File: src/rtl/serial_frame_rx_if.sv
// Signal bundle between a serial frame source and the frame receiver.
// master: drives the serial line and observes the receiver outputs.
// slave : the receiver itself.
`timescale 1ns/1ps
interface serial_frame_rx_if #(
  parameter int DATA_W = 8,
  parameter int CH_W   = 2
);
  logic              rx;
  logic [DATA_W-1:0] data_out;
  logic [CH_W-1:0]   ch_out;
  logic              valid;
  logic              parity_err;
  logic              frame_err;
  logic              ch_err;
  logic              busy;

  modport master (
    output rx,
    input  data_out, ch_out, valid, parity_err, frame_err, ch_err, busy
  );

  modport slave (
    input  rx,
    output data_out, ch_out, valid, parity_err, frame_err, ch_err, busy
  );
endinterface

File: src/rtl/serial_frame_rx.sv
// Serial frame receiver: recovers {channel id, payload} frames from a single
// oversampled line, checks start/parity/stop and reports one pulse per frame.
//
// state     | meaning
// ----------+-----------------------------------------------------------
// IDLE      | line idle, waiting for rx_s low
// START     | half-bit wait, confirm start bit at its centre
// SHIFT     | sample id+data bits at bit centres, LSB first
// PARITY    | sample even-parity bit
// STOP      | sample stop bit, issue exactly one outcome pulse
// WAIT_IDLE | after a low stop bit, hold until the line returns high
`timescale 1ns/1ps
module serial_frame_rx #(
  parameter int DATA_W       = 8,
  parameter int CH_W         = 2,
  parameter int CLKS_PER_BIT = 16
) (
  input  logic             clk,
  input  logic             rst_n,
  serial_frame_rx_if.slave bus
);
  localparam int FRAME_W = CH_W + DATA_W;
  localparam int CYC_W   = $clog2(CLKS_PER_BIT);
  localparam int BIT_W   = $clog2(FRAME_W + 1);
  localparam logic [CYC_W-1:0] HALF_TC    = CYC_W'(CLKS_PER_BIT / 2 - 1);
  localparam logic [CYC_W-1:0] FULL_TC    = CYC_W'(CLKS_PER_BIT - 1);
  localparam logic [BIT_W-1:0] LAST_BIT   = BIT_W'(FRAME_W - 1);
  localparam logic [CH_W-1:0]  ILLEGAL_CH = '1;

  typedef enum logic [2:0] {IDLE, START, SHIFT, PARITY, STOP, WAIT_IDLE} state_t;

  state_t             r_state, w_next;
  logic               r_sync1, r_rx_s;
  logic [CYC_W-1:0]   r_cyc;
  logic [BIT_W-1:0]   r_bit;
  logic [FRAME_W-1:0] r_shift;
  logic               r_parity_ok;
  logic [DATA_W-1:0]  r_data_out;
  logic [CH_W-1:0]    r_ch_out;
  logic               r_valid, r_parity_err, r_frame_err, r_ch_err;

  logic w_tc, w_sample_bit, w_par_ok_now;
  logic w_set_valid, w_set_perr, w_set_ferr, w_set_cerr;

  // Two-flop synchroniser; idles high so reset never looks like a start bit.
  always_ff @(posedge clk or negedge rst_n) begin
    if (!rst_n) begin
      r_sync1 <= 1'b1;
      r_rx_s  <= 1'b1;
    end else begin
      r_sync1 <= bus.rx;
      r_rx_s  <= r_sync1;
    end
  end

  // State register.
  always_ff @(posedge clk or negedge rst_n) begin
    if (!rst_n) r_state <= IDLE;
    else        r_state <= w_next;
  end

  // Next-state decode, sample strobes and outcome selection.
  always_comb begin
    w_next       = r_state;
    w_tc         = 1'b0;
    w_sample_bit = 1'b0;
    w_set_valid  = 1'b0;
    w_set_perr   = 1'b0;
    w_set_ferr   = 1'b0;
    w_set_cerr   = 1'b0;
    w_par_ok_now = ~(^{r_shift, r_rx_s});
    case (r_state)
      IDLE: if (!r_rx_s) w_next = START;
      START: begin
        if (r_cyc == HALF_TC) begin
          w_tc   = 1'b1;
          w_next = r_rx_s ? IDLE : SHIFT;
        end
      end
      SHIFT: begin
        if (r_cyc == FULL_TC) begin
          w_tc         = 1'b1;
          w_sample_bit = 1'b1;
          if (r_bit == LAST_BIT) w_next = PARITY;
        end
      end
      PARITY: begin
        if (r_cyc == FULL_TC) begin
          w_tc   = 1'b1;
          w_next = STOP;
        end
      end
      STOP: begin
        if (r_cyc == FULL_TC) begin
          w_tc = 1'b1;
          if (!r_rx_s) begin
            w_set_ferr = 1'b1;
            w_next     = WAIT_IDLE;
          end else begin
            w_next = IDLE;
            if (!r_parity_ok)                          w_set_perr  = 1'b1;
            else if (r_shift[CH_W-1:0] == ILLEGAL_CH) w_set_cerr  = 1'b1;
            else                                       w_set_valid = 1'b1;
          end
        end
      end
      WAIT_IDLE: if (r_rx_s) w_next = IDLE;
      default: w_next = IDLE;
    endcase
  end

  // Bit timing counters and frame shift register; counters clear on every state change.
  always_ff @(posedge clk or negedge rst_n) begin
    if (!rst_n) begin
      r_cyc       <= '0;
      r_bit       <= '0;
      r_shift     <= '0;
      r_parity_ok <= 1'b0;
    end else begin
      if (w_next != r_state || w_tc)               r_cyc <= '0;
      else if (r_state != IDLE && r_state != WAIT_IDLE) r_cyc <= r_cyc + 1'b1;

      if (w_next != r_state) r_bit <= '0;
      else if (w_sample_bit) r_bit <= r_bit + 1'b1;

      if (w_sample_bit) r_shift <= {r_rx_s, r_shift[FRAME_W-1:1]};
      if (r_state == PARITY && w_tc) r_parity_ok <= w_par_ok_now;
    end
  end

  // Registered outcome pulses; payload only updates on a good frame.
  always_ff @(posedge clk or negedge rst_n) begin
    if (!rst_n) begin
      r_data_out   <= '0;
      r_ch_out     <= '0;
      r_valid      <= 1'b0;
      r_parity_err <= 1'b0;
      r_frame_err  <= 1'b0;
      r_ch_err     <= 1'b0;
    end else begin
      r_valid      <= w_set_valid;
      r_parity_err <= w_set_perr;
      r_frame_err  <= w_set_ferr;
      r_ch_err     <= w_set_cerr;
      if (w_set_valid) begin
        r_data_out <= r_shift[FRAME_W-1:CH_W];
        r_ch_out   <= r_shift[CH_W-1:0];
      end
    end
  end

  assign bus.data_out   = r_data_out;
  assign bus.ch_out     = r_ch_out;
  assign bus.valid      = r_valid;
  assign bus.parity_err = r_parity_err;
  assign bus.frame_err  = r_frame_err;
  assign bus.ch_err     = r_ch_err;
  assign bus.busy       = (r_state != IDLE);
endmodule

File: src/flat_wrapper.sv
// flat-port wrapper written by rule: the top's interface ports become plain ports
module serial_frame_rx_flat 
#(
  parameter int DATA_W       = 8,
  parameter int CH_W         = 2,
  parameter int CLKS_PER_BIT = 16
)
  (clk, rst_n, bus_rx, bus_data_out, bus_ch_out, bus_valid, bus_parity_err, bus_frame_err, bus_ch_err, bus_busy);
  serial_frame_rx_if #(.DATA_W(DATA_W), .CH_W(CH_W)) bus_i ();
  input  logic clk;
  input  logic rst_n;
  input wire logic [$bits(bus_i.rx)-1:0] bus_rx;
  output wire logic [$bits(bus_i.data_out)-1:0] bus_data_out;
  output wire logic [$bits(bus_i.ch_out)-1:0] bus_ch_out;
  output wire logic [$bits(bus_i.valid)-1:0] bus_valid;
  output wire logic [$bits(bus_i.parity_err)-1:0] bus_parity_err;
  output wire logic [$bits(bus_i.frame_err)-1:0] bus_frame_err;
  output wire logic [$bits(bus_i.ch_err)-1:0] bus_ch_err;
  output wire logic [$bits(bus_i.busy)-1:0] bus_busy;
  assign bus_i.rx = bus_rx;
  assign bus_data_out = bus_i.data_out;
  assign bus_ch_out = bus_i.ch_out;
  assign bus_valid = bus_i.valid;
  assign bus_parity_err = bus_i.parity_err;
  assign bus_frame_err = bus_i.frame_err;
  assign bus_ch_err = bus_i.ch_err;
  assign bus_busy = bus_i.busy;
  serial_frame_rx #(.DATA_W(DATA_W), .CH_W(CH_W), .CLKS_PER_BIT(CLKS_PER_BIT)) u_core (.clk(clk), .rst_n(rst_n), .bus(bus_i));
endmodule
File: config.mk
export PLATFORM = sky130hd
export DESIGN_NAME = serial_frame_rx_flat
export DESIGN_NICKNAME = d
export VERILOG_FILES = /design/src/rtl/serial_frame_rx_if.sv /design/src/rtl/serial_frame_rx.sv /design/src/flat_wrapper.sv
export SDC_FILE = /design/constraint.sdc
export NUM_CORES = 1
export LEC_CHECK = 0
export BUFFER_PORTS_ARGS = -buffer_cell sky130_fd_sc_hd__buf_2
export CAP_MARGIN = 10
export CELL_PAD_IN_SITES_DETAIL_PLACEMENT = 0
export CELL_PAD_IN_SITES_GLOBAL_PLACEMENT = 1
export CORE_AREA = 2 2 68 64
export CTS_CLUSTER_SIZE = 14
export DETAILED_ROUTE_END_ITERATION = 7
export DIE_AREA = 0 0 70 66
export GPL_ROUTABILITY_DRIVEN = 0
export PLACE_DENSITY = 0.76
export SETUP_SLACK_MARGIN = 0.02
export SYNTH_ARGS = -nofsm -noshare
export SYNTH_HDL_FRONTEND = slang
export SYNTH_SLANG_ARGS = --single-unit
File: constraint.sdc
create_clock -name clk -period 2.78 [get_ports clk]
set_input_delay 0.139 -clock clk [delete_from_list [all_inputs] [get_ports clk]]
set_output_delay 0.139 -clock clk [all_outputs]
set_load 0.05 [all_outputs]
==> out/qor.csv <==
metric,value,unit
crit_arrival,2270,ps
core,0.00391,mm²
outcome,finished clean,
post-cts-setup-buffer-count,0,
setup_viol,0,
mostFrequentLayoutCell,sky130_fd_sc_hd__dfrtp_1,
antenna_found_initial,0,
count_of_vias_placed_by_the_detailed_router,1106,
grt_setup_unrepaired,false,
first_pass_grt_wire_length,5.20,mm
clk_transition_reported_paths,70,ps
dp_hpwl,2.06,mm
ctsHtreeMaxLevel,2,
multiInputGateArea,786,µm²
worst-slew-pin-transition,829,ps
finalMaxSlewViolations,0,
violation_count_after_the_first_detailed_routing_iteration,74,
mostFrequentLayoutCells,"sky130_fd_sc_hd__dfrtp_1, sky130_fd_sc_hd__buf_2, sky130_fd_sc_hd__mux2_1",
numPortBuffers,17,
first_global_vias,1131,
clock_tree.root_cell,sky130_fd_sc_hd__clkbuf_8,
final_core_utilization,51.3,%
postCtsHoldBufs,2,
p_leak,0.967,nW
synth_cell_types,39,
gr-total-overflow,0,
area.growth.synth_to_final,12.7,%
cts.sink_count,38,
cpPeakStageDelay,390,ps
crit_type,flip-flop to flip-flop,
slowest_stage,sky130_fd_sc_hd__dfrtp_1,
post_drt_via_cell_ratio,5.32,
die-height,66,µm
cts_tree,built,
synth_cells,139,
cts_made_buffers,5,
grtUsageTotal,15.1,%
required,2960,ps
design.die.area,0.00462,mm²
max-vdd-ir-drop,0.292,mV
antenna-diode-count,0,
boundaryPins,18,
report.final.hold_viol_count,0,
wl,3.05,mm
mappedNetlistNets,145,
nets,165,
worst_setup_path_end_kind,flip-flop,
post_route_cells_drive_above_1_share,26.3,%
placement_rows,22,
power_density,671,mW/mm²
layout_worst_path_cycle_share,75.2,%
worstPathMaxFanout,9,
max-slew-margin-rel,44.7,%
wl_per_cell,14.7,µm
avgSynthCellArea,12.8,µm²
synth_seq_area_share,53.5,%
antenna_violating_nets_post_route,0,
floorplan.die.width,70,µm
post_synth_instance_area,0.00178,mm²
final_skew,8.03,ps
fmax,0.478,GHz
final.setup.tns,0,ps
worstSetupStartpointType,flip-flop,
drc_violations,0,
area.sequential,953,µm²
hold_path_class,flip-flop to flip-flop,
pin_count_of_the_biggest_net_entering_global_routing,39,
ys_warn_count,0,
fin_crit,2090,ps
floorplan.initialDensity,45.6,%
maxCapViolations,0,
post_cts_resize_count,0,
synth-seq-cells,38,
worstPathCellList,ha_1 > nand3_4 > nor3_2 > nand3_1 > a21oi_4 > mux2_1,
first_pass_iters,4,
ctsLongestPathBuffers,2,
fill_cells,359,
clock_insertion_delay_worst_skew,300,ps
## per-layer routing
metal  track usage (%)  vias to the layer above  wire length [µm]
met5                 0                        -                 0
met4              10.8                        0               102
met3              3.66                       11               111
met2              23.7                       21              1460
met1              18.3                      545              1380
li1                  -                      529                 -
## state kept, by name, indices dropped and copies added (netlist names), 2 cells and up
| signal | flops |
|---|---|
| u_core.r_shift | 10 |
| u_core.bus.data_out | 8 |
| u_core.r_bit | 4 |
| u_core.r_cyc | 4 |
| u_core.r_state | 3 |
| u_core.bus.ch_out | 2 |
## synth_stat cells (all sizes together)
cell type,n,area (µm²)
dfrtp,36,901
mux2,18,203
xnor2,10,87.6
nand2,8,30.0
nor2,8,30.0
xor2,8,88.8
clkbuf,5,18.8
nor3,5,30.0
nor4,4,25.0
ha,3,37.5
nand3,3,27.5
o21ai,3,15.0
or3,3,18.8
a2111oi,2,25.0
a21oi,2,21.3
buf,2,18.8
dfstp,2,52.6
nand4,2,12.5
o21a,2,15.0
o22a,2,17.5
a211o,1,17.5
a21o,1,7.51
a22oi,1,7.51
and2b,1,7.51
and3,1,7.51
inv,1,3.75
mux2i,1,10.0
nand2b,1,6.26
nor2b,1,6.26
nor4b,1,23.8
o31ai,1,7.51
## area by class of cell
type,instances,share of cell area [%]
Clock buffer,7,4.30
Clock inverter,1,0.249
Inverter,1,0.187
Multi-Input combinational cell,93,39.2
Sequential cell,38,47.5
Tap cell,48,2.99
Timing Repair Buffer,20,5.61
## worst max-delay path: cells and delay by family (launching register included)
kind / cells / cell delay, ps
AO/OA/AOI/OAI: 1 / 360
adder cells (fa/ha/maj): 1 / 260
flip-flops: 1 / 390
multiplexers: 1 / 360
AND/OR/NAND/NOR: 3 / 600
## where the power goes
part	total (mW)	internal [mW]	switching [mW]	leakage [nW]
registers	0.684	0.596	0.0878	0.513
clock network	0.387	0.200	0.187	0.0482
logic	0.275	0.122	0.153	0.405
## per-stage QoR
stage / total power, mW / hold slack, ps / setup slack, ps / instances / cell area, µm²
2_1_floorplan: 0.914 / -157 / 811 / 139 / 1780
3_3_place_gp: 0.952 / 245 / 715 / 198 / 1900
6_report: 1.35 / 356 / 689 / 208 / 2010
3_5_place_dp: 0.966 / 248 / 697 / 198 / 1900
5_1_grt: 1.42 / 365 / 514 / 208 / 2010
4_1_cts: 1.36 / 357 / 679 / 208 / 2010
## worst paths after layout
path	start	end	slack (ps)	cells after the start
max	u_core.r_cyc[0]	u_core.bus.data_out[7]	690	6
max reg2reg	u_core.r_cyc[0]	u_core.bus.data_out[7]	690	6
min	u_core.r_sync1	u_core.r_rx_s	360	0
min in group asynchronous	rst_n	u_core.bus.data_out[5]	480	2
max in group asynchronous	rst_n	u_core.bus.ch_out[1]	1780	2
min reg2reg	u_core.r_sync1	u_core.r_rx_s	360	0
## logic make-up (layout without fill, tap and decap cells)
logic type / count (synthesis) / after routing / share of synthesized area (%)
DFF: 38 / 38 / 53.5
muxes: 19 / 19 / 11.9
AOI/OAI and AO/OA: 15 / 15 / 7.52
buffers and inverters: 8 / 29 / 2.32
xor gates and xnor gates: 18 / 18 / 9.91
and+or+nand+nor: 38 / 38 / 12.7
adders and majority gates: 3 / 3 / 2.11
Note: power is estimated with default switching activity, not from simulation.
